`src/rtl/copy_engine_scheduler_pkg.sv`:
```
// Shared types for the copy-engine scheduler: command record, FSM state set,
// and the Avalon register map. Combinational helpers only, no latency.
// No backpressure of its own; imported by the FIFO and the scheduler top.
package copy_sched_pkg;

  // One queued draw command; the rectangle end coordinates are exclusive.
  typedef struct packed {
    logic [9:0]  x_start;
    logic [9:0]  x_end;
    logic [9:0]  y_start;
    logic [9:0]  y_end;
    logic [19:0] src;
    logic [1:0]  palette;
    logic        flip;
  } draw_cmd_t;

  typedef enum logic [1:0] {
    SCHED_IDLE  = 2'd0,
    SCHED_LOAD  = 2'd1,
    SCHED_RUN   = 2'd2,
    SCHED_CLEAR = 2'd3
  } sched_state_e;

  localparam logic [2:0] ADDR_XRANGE = 3'd0;
  localparam logic [2:0] ADDR_YRANGE = 3'd1;
  localparam logic [2:0] ADDR_SRC    = 3'd2;
  localparam logic [2:0] ADDR_PUSH   = 3'd3;
  localparam logic [2:0] ADDR_STATUS = 3'd4;
  localparam logic [2:0] ADDR_FLUSH  = 3'd5;
  localparam logic [2:0] ADDR_STATS  = 3'd6;

  // A command with no pixels is retired without ever starting the engine.
  function automatic logic zero_area(draw_cmd_t c);
    return (c.x_end <= c.x_start) || (c.y_end <= c.y_start);
  endfunction

endpackage

```
`src/rtl/copy_engine_scheduler_if.sv`:
```
// Avalon-MM slave bundle for the scheduler's register port.
// Read data is combinational (zero read latency); writes take effect at the next edge.
// No waitrequest: every access completes in the cycle it is presented.
interface copy_engine_scheduler_if;
  logic        AVL_CS;
  logic        AVL_READ;
  logic        AVL_WRITE;
  logic [2:0]  AVL_ADDR;
  logic [31:0] AVL_WRITEDATA;
  logic [31:0] AVL_READDATA;

  modport master (
    output AVL_CS, AVL_READ, AVL_WRITE, AVL_ADDR, AVL_WRITEDATA,
    input  AVL_READDATA
  );

  modport slave (
    input  AVL_CS, AVL_READ, AVL_WRITE, AVL_ADDR, AVL_WRITEDATA,
    output AVL_READDATA
  );
endinterface

```
`src/rtl/copy_engine_scheduler_cmd_fifo.sv`:
```
// Synchronous command FIFO of draw_cmd_t entries with full/empty/count.
// Push visible one cycle later; dout is the head entry, combinational from the read pointer.
// Push while full is dropped; pop while empty is ignored; flush empties in one edge.
// Ports: CLK, RESET (sync, active-high), flush, push, pop, din, dout, full, empty, count.
module cmd_fifo
  import copy_sched_pkg::*;
#(
  parameter int DEPTH = 16,
  parameter int AW    = $clog2(DEPTH)
) (
  input  logic      CLK,
  input  logic      RESET,
  input  logic      flush,
  input  logic      push,
  input  logic      pop,
  input  draw_cmd_t din,
  output draw_cmd_t dout,
  output logic      full,
  output logic      empty,
  output logic [AW:0] count
);

  draw_cmd_t     mem [DEPTH];
  logic [AW-1:0] wr_ptr;
  logic [AW-1:0] rd_ptr;
  logic          do_push;
  logic          do_pop;

  // Full is judged on the pre-edge count, so a pop in the same cycle
  // does not rescue a push into a full queue.
  assign do_push = push && !full && !flush;
  assign do_pop  = pop && !empty && !flush;

  always_ff @(posedge CLK) begin
    if (RESET || flush) begin
      wr_ptr <= '0;
      rd_ptr <= '0;
      count  <= '0;
    end else begin
      if (do_push) wr_ptr <= wr_ptr + 1'b1;
      if (do_pop)  rd_ptr <= rd_ptr + 1'b1;
      case ({do_push, do_pop})
        2'b10:   count <= count + 1'b1;
        2'b01:   count <= count - 1'b1;
        default: count <= count;
      endcase
    end
  end

  always_ff @(posedge CLK) begin
    if (do_push) mem[wr_ptr] <= din;
  end

  assign dout  = mem[rd_ptr];
  assign full  = (count == (AW+1)'(DEPTH));
  assign empty = (count == '0);

endmodule

```
`src/rtl/copy_engine_scheduler.sv`:
```
// Queues draw commands written over Avalon and hands them one at a time to a copy engine.
// Latency: push into an idle, empty queue raises execute two edges later.
// Backpressure: none on Avalon; pushes into a full queue are dropped and flagged sticky overflow.
// Ports: CLK, RESET (sync, active-high), avl (Avalon slave), dest_*/src_addr_start/
//   palette_index/flip_x command fields, execute, done, queue_idle.
// Optional: define COPY_SCHED_STATS_EN for a completed-command counter at address 6.
module copy_engine_scheduler
  import copy_sched_pkg::*;
#(
  parameter int DEPTH = 16,
  parameter int SRC_W = 20
) (
  input  logic                   CLK,
  input  logic                   RESET,
  copy_engine_scheduler_if.slave avl,
  output logic [9:0]             dest_x_start,
  output logic [9:0]             dest_x_end,
  output logic [9:0]             dest_y_start,
  output logic [9:0]             dest_y_end,
  output logic [SRC_W-1:0]       src_addr_start,
  output logic [1:0]             palette_index,
  output logic                   flip_x,
  output logic                   execute,
  input  logic                   done,
  output logic                   queue_idle
);

  localparam int AW = $clog2(DEPTH);

  localparam logic [1:0] IDLE  = SCHED_IDLE;
  localparam logic [1:0] LOAD  = SCHED_LOAD;
  localparam logic [1:0] RUN   = SCHED_RUN;
  localparam logic [1:0] CLEAR = SCHED_CLEAR;

  logic [1:0]  state;
  draw_cmd_t   stage;
  draw_cmd_t   cur;
  draw_cmd_t   head;
  logic        wr_en;
  logic        rd_en;
  logic        push;
  logic        flush;
  logic        pop;
  logic        overflow;
  logic        fifo_full;
  logic        fifo_empty;
  logic [AW:0] fifo_count;
  logic [31:0] stats_rd;
  logic [31:0] rdata;
  logic        unused_wdata;

  assign wr_en = avl.AVL_CS && avl.AVL_WRITE;
  assign rd_en = avl.AVL_CS && avl.AVL_READ;
  assign push  = wr_en && (avl.AVL_ADDR == ADDR_PUSH);
  assign flush = wr_en && (avl.AVL_ADDR == ADDR_FLUSH) && avl.AVL_WRITEDATA[0];
  assign pop   = (state == LOAD);
  assign unused_wdata = ^avl.AVL_WRITEDATA[31:26];

  // Staging survives a push so repeated pushes reuse the same fields.
  always_ff @(posedge CLK) begin
    if (RESET) begin
      stage <= '0;
    end else if (wr_en) begin
      case (avl.AVL_ADDR)
        ADDR_XRANGE: begin
          stage.x_start <= avl.AVL_WRITEDATA[9:0];
          stage.x_end   <= avl.AVL_WRITEDATA[25:16];
        end
        ADDR_YRANGE: begin
          stage.y_start <= avl.AVL_WRITEDATA[9:0];
          stage.y_end   <= avl.AVL_WRITEDATA[25:16];
        end
        ADDR_SRC: begin
          stage.src     <= avl.AVL_WRITEDATA[19:0];
          stage.palette <= avl.AVL_WRITEDATA[21:20];
          stage.flip    <= avl.AVL_WRITEDATA[22];
        end
        default: ;
      endcase
    end
  end

  cmd_fifo #(.DEPTH(DEPTH)) u_fifo (
    .CLK   (CLK),
    .RESET (RESET),
    .flush (flush),
    .push  (push),
    .pop   (pop),
    .din   (stage),
    .dout  (head),
    .full  (fifo_full),
    .empty (fifo_empty),
    .count (fifo_count)
  );

  always_ff @(posedge CLK) begin
    if (RESET || flush)          overflow <= 1'b0;
    else if (push && fifo_full)  overflow <= 1'b1;
  end

  // cur only changes in LOAD, so the engine sees stable fields for all of RUN.
  always_ff @(posedge CLK) begin
    if (RESET) begin
      state <= IDLE;
      cur   <= '0;
    end else begin
      case (state)
        IDLE:  if (!fifo_empty && !flush) state <= LOAD;
        LOAD: begin
          if (flush) begin
            state <= CLEAR;
          end else begin
            cur   <= head;
            state <= zero_area(head) ? CLEAR : RUN;
          end
        end
        RUN:   if (flush || done) state <= CLEAR;
        default: state <= IDLE;
      endcase
    end
  end

`ifdef COPY_SCHED_STATS_EN
  logic [15:0] stats_cnt;

  // Counts both engine-completed commands and zero-area skips.
  always_ff @(posedge CLK) begin
    if (RESET || flush)
      stats_cnt <= '0;
    else if ((state == LOAD && zero_area(head)) || (state == RUN && done))
      stats_cnt <= stats_cnt + 16'd1;
  end

  assign stats_rd = {16'd0, stats_cnt};
`else
  assign stats_rd = '0;
`endif

  always_comb begin
    rdata = '0;
    if (rd_en) begin
      case (avl.AVL_ADDR)
        ADDR_STATUS: rdata = {8'd0, 8'(fifo_count), 12'd0,
                              overflow, fifo_full, fifo_empty, (state != IDLE)};
        ADDR_STATS:  rdata = stats_rd;
        default:     rdata = '0;
      endcase
    end
  end

  assign avl.AVL_READDATA = rdata;

  assign dest_x_start   = cur.x_start;
  assign dest_x_end     = cur.x_end;
  assign dest_y_start   = cur.y_start;
  assign dest_y_end     = cur.y_end;
  assign src_addr_start = SRC_W'(cur.src);
  assign palette_index  = cur.palette;
  assign flip_x         = cur.flip;
  assign execute        = (state == RUN);
  assign queue_idle     = fifo_empty && (state == IDLE);

endmodule

```
`src/flat_wrapper.sv`:
```
// flat-port wrapper written by rule: the top's interface ports become plain ports
module copy_engine_scheduler_flat import copy_sched_pkg::*;
#(
  parameter int DEPTH = 16,
  parameter int SRC_W = 20
)
  (CLK, RESET, dest_x_start, dest_x_end, dest_y_start, dest_y_end, src_addr_start, palette_index, flip_x, execute, done, queue_idle, avl_AVL_CS, avl_AVL_READ, avl_AVL_WRITE, avl_AVL_ADDR, avl_AVL_WRITEDATA, avl_AVL_READDATA);
  copy_engine_scheduler_if avl_i ();
  input  logic CLK;
  input  logic RESET;
  output logic [9:0] dest_x_start;
  output logic [9:0] dest_x_end;
  output logic [9:0] dest_y_start;
  output logic [9:0] dest_y_end;
  output logic [SRC_W-1:0] src_addr_start;
  output logic [1:0] palette_index;
  output logic flip_x;
  output logic execute;
  input  logic done;
  output logic queue_idle;
  input wire logic [$bits(avl_i.AVL_CS)-1:0] avl_AVL_CS;
  input wire logic [$bits(avl_i.AVL_READ)-1:0] avl_AVL_READ;
  input wire logic [$bits(avl_i.AVL_WRITE)-1:0] avl_AVL_WRITE;
  input wire logic [$bits(avl_i.AVL_ADDR)-1:0] avl_AVL_ADDR;
  input wire logic [$bits(avl_i.AVL_WRITEDATA)-1:0] avl_AVL_WRITEDATA;
  output wire logic [$bits(avl_i.AVL_READDATA)-1:0] avl_AVL_READDATA;
  assign avl_i.AVL_CS = avl_AVL_CS;
  assign avl_i.AVL_READ = avl_AVL_READ;
  assign avl_i.AVL_WRITE = avl_AVL_WRITE;
  assign avl_i.AVL_ADDR = avl_AVL_ADDR;
  assign avl_i.AVL_WRITEDATA = avl_AVL_WRITEDATA;
  assign avl_AVL_READDATA = avl_i.AVL_READDATA;
  copy_engine_scheduler #(.DEPTH(DEPTH), .SRC_W(SRC_W)) u_core (.CLK(CLK), .RESET(RESET), .avl(avl_i), .dest_x_start(dest_x_start), .dest_x_end(dest_x_end), .dest_y_start(dest_y_start), .dest_y_end(dest_y_end), .src_addr_start(src_addr_start), .palette_index(palette_index), .flip_x(flip_x), .execute(execute), .done(done), .queue_idle(queue_idle));
endmodule
```
`config.mk`:
```
export PLATFORM = sky130hd
export DESIGN_NAME = copy_engine_scheduler_flat
export DESIGN_NICKNAME = d
export VERILOG_FILES = /design/src/rtl/copy_engine_scheduler_pkg.sv /design/src/rtl/copy_engine_scheduler_if.sv /design/src/rtl/copy_engine_scheduler_cmd_fifo.sv /design/src/rtl/copy_engine_scheduler.sv /design/src/flat_wrapper.sv
export SDC_FILE = /design/constraint.sdc
export NUM_CORES = 1
export LEC_CHECK = 0
export ABC_CLOCK_PERIOD_IN_PS = 8470
export BUFFER_PORTS_ARGS = -buffer_cell sky130_fd_sc_hd__buf_2
export CELL_PAD_IN_SITES_DETAIL_PLACEMENT = 1
export CELL_PAD_IN_SITES_GLOBAL_PLACEMENT = 1
export CORE_MARGIN = 2
export CORE_UTILIZATION = 54
export DETAILED_ROUTE_END_ITERATION = 10
export PLACE_DENSITY = 0.82
export SLEW_MARGIN = 20
export SYNTH_ARGS = -nofsm -noshare
export SYNTH_HDL_FRONTEND = slang
export SYNTH_SLANG_ARGS = --single-unit
```
`constraint.sdc`:
```
create_clock -name CLK -period 8.47 [get_ports CLK]
set_input_delay 1.694 -clock CLK [delete_from_list [all_inputs] [get_ports CLK]]
set_output_delay 1.694 -clock CLK [all_outputs]
set_load 0.02 [all_outputs]
```
==> results.cfg <==
[finish]
antennaDiodeCount = 0
area_growth_pct = 12.65
nNetsFinal = 2415
drive_gt1_share_pct = 26.18
finalInstanceArea_sq_um = 49190

[critical_path]
worstPathArrival_ns = 5.16
max_stage_delay_ns = 0.99
critPathSlowestCell = buf_4
crit_chain = buf_2 -> nand3b_1 -> a211oi_2 -> nand2_1 -> nor2_4 -> buf_4
cp.required_ns = 8.77
worst-setup-path-type = input port to flop
crit_family = simple AND/OR/NAND/NOR gates
cp-start-kind = input port
end_kind = flop
path_buf_inv = 2
crit_path_max_fanout = 49

[place]
place_congestion = 0.8071
dp_hpwl_microns = 63020
dp_slack_ns = 3.012
io_buffers = 108
placed_cell_area_sq_um = 45390

[clock_tree]
cts_buffers = 113
cts.sinks = 1154
ctsResizeCount = 0
cts_tree = yes
htree_levels = 3
hold_buffers = 0
root_buffer = clkbuf_16
cts.path.max_buffers = 3
cts.clk_slew.worst_paths_ns = 0.06
cts_setup_buffers = 0
insertion_delay_ns = 0.70

[logic_synthesis]
ys_top_cells_by_area = edfxtp_1, mux4_2, dfxtp_1, nand2_1, a22oi_1
synth_top_area_share_pct = 69.31
synth_async_sr_flop_share_pct = 0
synth.cell_area_sq_um = 43670
avgSynthCellArea_sq_um = 19.89
synth_edf_count = 1008
seq_area_frac_synth_pct = 76.01
ys_warn_count = 0
synthCells = 2195
yosys.area.top_type = edfxtp_1
ys.flop_type = edfxtp_1
ys_types = 45
synth.ff_latch_count = 1154

[die]
dieArea_sq_um = 83160
start_util_pct = 54.39
dieWidth_microns = 288.4
row_count = 104
ioPinCount = 138
core_sq_um = 80290
die_h_microns = 288.4

[routing]
detailroute.via_count = 23170
routed_wl_microns = 119600
drt_iter0_markers = 3021
drc = 0
dr.pass1.iters = 6
post_drt_wl_per_cell_microns = 34.20
via_per_inst = 6.626
ant_nets = 0

[global_routing]
grt_remaining_overflow = 0
antenna_found_initial = 5
track_usage_pct = 29.35
grt_max_degree = 173
grt_pass1_wl_microns = 173500
grt_pass1_vias = 24840

[power_and_ir_drop]
ir_drop_uv = 179.2
finalPower_mw = 11.51
p_leak_nw = 16.75
powerDensity_nw_per_um2 = 233.9

[timing]
finalMaxSlewViolations = 0
worstMarginPinSlew_ns = 1.190
relSlewSlack_pct = 20.66
finClkSkew_ns = 0.04102
clock.fmax_ghz = 0.2057
finalHoldViolCount = 0
period_needed_ns = 4.862
final.setup.tns_ns = 0
setup_viol = 0
finalCritPeriodShare_pct = 57.41
fin_ws_ns = 3.608
rsz0062_at_grt = no

[flow_run]
max_cap_violations = 0

[run_status]
status = complete, no violations

[worst_hold_path]
hold_path.class = flop to flop
==> cells by family after synthesis <==
logic type / count (synthesis) / share of synthesized area, %
DFF: 1154 / 76.01
and+or+nand+nor: 296 / 2.848
xor gates and xnor gates: 9 / 0.1805
buffers and inverters: 163 / 1.980
muxes: 252 / 13.00
adders and majority gates: 34 / 0.9914
other: 1 / 0.008587
AOI/OAI and AO/OA: 286 / 4.988
==> flip-flops by register name, summed over array words and instances (netlist names), named ones only <==
register and count:
u_core.u_fifo.mem 1008, u_core.u_fifo.wr_ptr 4, u_core.dest_x_start 10, u_core.palette_index 2, u_core.overflow 1, u_core.dest_x_end 10
u_core.src_addr_start 20, u_core.stage 63, u_core.flip_x 1, u_core.dest_y_start 10, u_core.state 2, u_core.u_fifo.rd_ptr 4
u_core.dest_y_end 10, u_core.u_fifo.count 5
==> path summary, 6_finish.rpt <==
kind	end	startpoint	slack, ns	cells after the start
max	u_core.u_fifo.mem[11][6]	avl_AVL_ADDR[2]	3.61	6
min reg2reg	u_core.src_addr_start[3]	u_core.src_addr_start[3]	0.48	1
min	u_core.src_addr_start[3]	u_core.src_addr_start[3]	0.48	1
max reg2reg	u_core.state[0]	flop	3.93	11
==> cell usage in the layout (no fill, tap or decap), drive strengths merged, types with 12 or more instances in the layout <==
master  synthesis  layout
edfxtp       1008    1008
a22o           63      63
nand2         207     207
clkbuf         59     163
a221oi         20      20
conb            1      23
o31ai          22      22
nor3           12      12
inv            14      17
ha             33      33
dfxtp         146     146
nor2           34      34
a21oi          76      76
buf            90     157
a22oi          86      86
clkinv          0      35
mux4          252     252
==> synthesized netlist by cell type, types with 2 or more instances <==
| library cell | instances |
|---|---|
| a221oi_2 | 20 |
| a21oi_1 | 76 |
| buf_6 | 10 |
| a2111oi_0 | 2 |
| buf_2 | 28 |
| inv_1 | 14 |
| a22o_1 | 63 |
| nand3b_1 | 3 |
| or4_1 | 2 |
| and2_1 | 7 |
| mux4_2 | 252 |
| clkbuf_1 | 59 |
| nor2b_1 | 4 |
| nor4_1 | 5 |
| nand3_1 | 2 |
| and3_1 | 2 |
| ha_1 | 33 |
| a22oi_1 | 86 |
| nand2_1 | 207 |
| a211oi_1 | 4 |
| nor2_1 | 34 |
| nand4_1 | 5 |
| o21ai_0 | 8 |
| nor3b_1 | 2 |
| o31ai_1 | 21 |
| nand2b_1 | 6 |
| buf_1 | 14 |
| xor2_1 | 3 |
| or2_2 | 2 |
| xnor2_1 | 6 |
| dfxtp_1 | 146 |
| buf_4 | 38 |
| nor3_1 | 12 |
| edfxtp_1 | 1008 |
==> per-layer routing <==
layer / vias up / wire, microns / track usage, %
met3: 271 / 12030 / 6.825
met1: 12260 / 45100 / 39.22
met5: - / 28 / 0
li1: 9192 / - / -
met4: 4 / 4074 / 11.19
met2: 1442 / 58370 / 47.49
==> final cells by class <==
class	count	area [sq um]
Clock buffer	163	3246
Clock inverter	49	485.5
Fill cell	6750	31090
Inverter	14	52.55
Multi-Input combinational cell	900	9864
Sequential cell	1154	33200
Tap cell	1060	1326
Timing Repair Buffer	157	1021
==> metrics by stage <==
step	std cells	util (%)	hold WS, ns
finish	3497	61.27	0.4753
CTS	3494	61.18	0.4771
global placement	3281	56.50	0.4344
floorplan	2217	-	0.4285
detailed placement	3282	56.53	0.4388
global route	3497	61.27	0.4983
==> where the power goes <==
group / internal (mW) / switching [mW] / total [mW] / leakage [nW]
Combinational: 0.0720 / 0.188 / 0.260 / 3.76
Clock: 2.90 / 2.18 / 5.08 / 1.84
Sequential: 6.13 / 0.0335 / 6.16 / 11.2
Note: power is estimated with default switching activity, not from simulation.
